**src/rtl/fifo_wr_arbiter.sv**
```systemverilog
// Round-robin arbiter sharing one FIFO write port among NUM_REQ producers.
// Each winner may keep the port for up to MAX_BURST accepted beats.
module fifo_wr_arbiter #(
    parameter int unsigned NUM_REQ   = 4,
    parameter int unsigned WIDTH     = 32,
    parameter int unsigned MAX_BURST = 4
) (
    input  logic                       clk,
    input  logic                       rst,
    input  logic [NUM_REQ-1:0]         req,
    input  logic [NUM_REQ*WIDTH-1:0]   req_data,
    output logic [NUM_REQ-1:0]         ack,
    input  logic                       fifo_full,
    output logic                       fifo_wr_en,
    output logic [WIDTH-1:0]           fifo_data,
    output logic                       grant_valid,
    output logic [$clog2(NUM_REQ)-1:0] grant_id
);

    localparam int unsigned IDW = $clog2(NUM_REQ);
    localparam int unsigned CW  = $clog2(MAX_BURST + 1);
    localparam logic [IDW-1:0] LAST_ID  = IDW'(NUM_REQ - 1);
    localparam logic [CW-1:0]  CNT_LAST = CW'(MAX_BURST - 1);

    typedef enum logic {IDLE, BURST} state_t;

    state_t         state, state_nxt;
    logic [IDW-1:0] last_grant, last_nxt, grant_nxt;
    logic [IDW-1:0] winner, cand;
    logic [CW-1:0]  beat_cnt, cnt_nxt;
    logic           found, accept;
    logic [WIDTH-1:0] slice [NUM_REQ];

    always_comb begin
        for (int unsigned i = 0; i < NUM_REQ; i++) begin
            slice[i] = req_data[i*WIDTH +: WIDTH];
        end
    end

    // Search upward from the producer after the last owner, wrapping around.
    always_comb begin
        found  = 1'b0;
        winner = '0;
        cand   = '0;
        for (int unsigned k = 1; k <= NUM_REQ; k++) begin
            cand = IDW'((32'(last_grant) + k) % NUM_REQ);
            if (!found && req[cand]) begin
                found  = 1'b1;
                winner = cand;
            end
        end
    end

    always_ff @(posedge clk) begin
        if (!rst) begin
            state      <= IDLE;
            grant_id   <= '0;
            last_grant <= LAST_ID;
            beat_cnt   <= '0;
        end else begin
            state      <= state_nxt;
            grant_id   <= grant_nxt;
            last_grant <= last_nxt;
            beat_cnt   <= cnt_nxt;
        end
    end

    assign grant_valid = (state == BURST);

    always_comb begin
        accept     = 1'b0;
        fifo_wr_en = 1'b0;
        ack        = '0;
        fifo_data  = '0;
        state_nxt  = state;
        grant_nxt  = grant_id;
        last_nxt   = last_grant;
        cnt_nxt    = beat_cnt;
        case (state)
            IDLE: begin
                if (found) begin
                    state_nxt = BURST;
                    grant_nxt = winner;
                    last_nxt  = winner;
                    cnt_nxt   = '0;
                end
            end
            BURST: begin
                accept        = req[grant_id] & ~fifo_full;
                fifo_wr_en    = accept;
                ack[grant_id] = accept;
                fifo_data     = slice[grant_id];
                // A dropped request ends the burst; a full FIFO just stalls it.
                if (!req[grant_id]) begin
                    state_nxt = IDLE;
                end else if (accept) begin
                    cnt_nxt = beat_cnt + CW'(1);
                    if (beat_cnt == CNT_LAST) begin
                        state_nxt = IDLE;
                    end
                end
            end
            default: state_nxt = IDLE;
        endcase
    end

endmodule

```
**config.mk**
```make
export PLATFORM = sky130hd
export DESIGN_NAME = fifo_wr_arbiter
export DESIGN_NICKNAME = d
export VERILOG_FILES = /design/src/rtl/fifo_wr_arbiter.sv
export SDC_FILE = /design/constraint.sdc
export NUM_CORES = 1
export LEC_CHECK = 0
export ABC_AREA = 1
export CAP_MARGIN = 20
export CORE_UTILIZATION = 26
export DETAILED_ROUTE_END_ITERATION = 6
export PLACE_DENSITY = 0.93
export SLEW_MARGIN = 20
export SYNTH_ARGS = -nofsm -noshare
export SYNTH_HDL_FRONTEND = slang
export SYNTH_SLANG_ARGS = --single-unit
```
**constraint.sdc**
```tcl
create_clock -name clk -period 1.8 [get_ports clk]
set_input_delay 0.36 -clock clk [delete_from_list [all_inputs] [get_ports clk]]
set_output_delay 0.36 -clock clk [all_outputs]
set_load 0.02 [all_outputs]
```
==> results.yml <==
logic_synthesis:
  yosys-top-cells-area: "a22oi_1, a21oi_1, nand2_1"
  syn_inst: 225
  synth.avg_cell_area_um2: 6.08
  synth_seq_area_share_pct: 11.7
  ys_warn_count: 0
  ys_ff_latch: 8
  netlist_area_um2: 1370
  yosysUniqueCellTypes: 22
  synth_fp_nets: 362
  synth_top_area_share_pct: 35.1
  yosysTopAreaCell: "a22oi_1"
final_layout:
  drive_gt1_share_pct: 39.6
  final_area_um2: 3870
  finalNonFillerCells: 494
  syn_to_final_growth_pct: 183
  final_common_cell: "clkdlybuf4s50_1"
  n_fill_cell: 388
  final_cell_mix: "clkdlybuf4s50_1, nand2_1, buf_4, a22oi_2, a22oi_1"
  finalNetCount: 563
  final_core_util_pct: 76.2
  diodes: 0
detailed_routing:
  ant_nets: 0
  vias: 2623
  drt-initial-drc-count: 80
  wl_met2_um: 4440
  drc: 0
  routed.top_layer: "met4"
  wl_per_cell_um: 17.0
  routedLengthMet1_um: 3160
  wl_met3_um: 587
  via_per_inst: 5.31
  dr.pass1.iters: 4
  wl_um: 8400
floorplan:
  die-area_um2: 5560
  dieHeight_um: 74.6
  coreArea_um2: 5070
  die_w_um: 74.6
  num_rows: 26
  io_pins: 175
  initial_core_util_pct: 27.0
pwr:
  total_power_mw: 4.63
  irDropWorstVdd_mv: 0.607
  leakagePower_nw: 1.53
  p_per_area_nw_per_um2: 1200
cts:
  clock_latency_ps: 230
  clk_pin_slew_ps: 40
  cts-htree-levels: 1
  cts_tree: "built"
  clock_path_buffers: 2
  ctsRootBufferMaster: "clkbuf_8"
  cts_buffers: 3
  clock_sink_count: 8
place:
  io_buffers: 174
  gp_congestion: 0.854
  dp.cells: 478
  place_hpwl_um: 5980
  placed_area_um2: 3450
sta:
  finalSetupViolations: 27
  tightest_slew_ps: 269
  worst_clock_skew_ps: 4.33
  rsz0062_at_grt: "yes"
  max_freq_mhz: 533
  relSlewSlack_pct: 82.1
  tns_ps: -1130
  slew_violations: 0
  fin_crit_ps: 1880
  worst_slack_ps: -75.6
  hold_viol: 0
  post-route-period-util_pct: 104
global_route:
  track_usage_pct: 25.1
  antenna_found_initial: 0
  grt_pass1_wl_um: 10800
  first_global_vias: 2368
  grt_start_max_net_pins: 24
  grt-ovfl-total: 0
critical_path:
  crit_type: "register to output port"
  cp-end-kind: "output port"
  crit_fanout: 6
  worstPathArrival_ps: 1520
  startpoint_type: "register"
  crit_required_ps: 1440
run_status:
  status: "finished with violations"
  violations: "negative setup slack"
flow_run:
  maxCapViolCount: 0
hold_path:
  hold_path.class: "register to register"
==> final cells by class <==
cell class | instances | area (um^2) | area share, %
timing repair buffer | 211 | 2070 | 53.4
multi-input combinational | 182 | 1420 | 36.6
sequential | 8 | 168 | 4.33
inverter | 20 | 90.1 | 2.33
tap | 70 | 87.6 | 2.26
clock buffer | 3 | 41.3 | 1.07
==> sequential cells by signal (all words and copies together), names as in the netlist <==
signal	count
last_grant	2
grant_valid	1
grant_id	2
beat_cnt	3
==> metrics by stage <==
stage | worst slack (ps) | hold slack [ps]
2_1_floorplan | -50.4 | 444
3_3_place_gp | -661 | 471
3_5_place_dp | -735 | 471
4_1_cts | -98.8 | 477
5_1_grt | -151 | 498
6_report | -75.6 | 478
==> metal layers <==
| layer | vias to the layer above | global-route usage (%) |
|---|---|---|
| met5 | - | 0 |
| met4 | 0 | 7.13 |
| met2 | 139 | 47.7 |
| li1 | 1239 | - |
| met1 | 1223 | 28.0 |
| met3 | 22 | 4.88 |
==> timing repair <==
item,in CTS,in global routing
hold buffers,0,0
pin swaps,4,13
gates cloned,2,6
endpoints found under the setup margin,37,38
resized for setup,195,75
setup buffers,2,3
==> kinds of logic (layout without fill, tap and decap cells) <==
kind of cell               after synthesis  count (layout)  share of synthesized area [%]
AOI/OAI and AO/OA                      105             105                           50.8
adders and majority gates                2               2                           1.83
buffers and inverters                   36             234                           10.6
DFF                                      8               8                           11.7
and+or+nand+nor                         74              75                           25.0
==> worst max-delay path: stages, from the launching register on <==
cell and delay (ps):
dfxtp_4 380, inv_4 50, nor2_4 210, buf_2 220, a22oi_1 110, a21oi_2 160
buf_4 160
==> worst paths after layout <==
kind                                          startpoint                  endpoint  slack [ps]  depth (start not counted)
worst max-delay path            grant_id[0]$_SDFFE_PN0P_             fifo_data[22]         -80                          6
worst min-delay path            beat_cnt[2]$_SDFFE_PN0P_  beat_cnt[2]$_SDFFE_PN0P_         480                          2
worst min register to register  beat_cnt[2]$_SDFFE_PN0P_  beat_cnt[2]$_SDFFE_PN0P_         480                          2
worst max register to register  grant_id[0]$_SDFFE_PN0P_  beat_cnt[0]$_SDFFE_PN0P_         250                          9
==> cells in the mapped netlist <==
master / instances
nand3_4: 1
nand4_1: 2
inv_2: 4
o2111ai_2: 1
buf_6: 1
nor3_1: 2
nor2_1: 5
inv_1: 15
dfxtp_1: 8
nand3_2: 1
nand2_4: 1
nand2_1: 47
buf_2: 2
nor2_4: 1
nand3_1: 10
ha_1: 2
clkbuf_1: 13
nor2_2: 1
a22oi_1: 64
clkinv_1: 1
a21oi_1: 40
nand2_2: 3
==> where the power goes <==
part / total (mW) / switching, mW / internal (mW)
clock: 0.217 / 0.0722 / 0.145
combinational: 4.06 / 2.22 / 1.85
sequential: 0.345 / 0.103 / 0.242
total: 4.63 / 2.39 / 2.23
(Power assumes the default switching activity.)
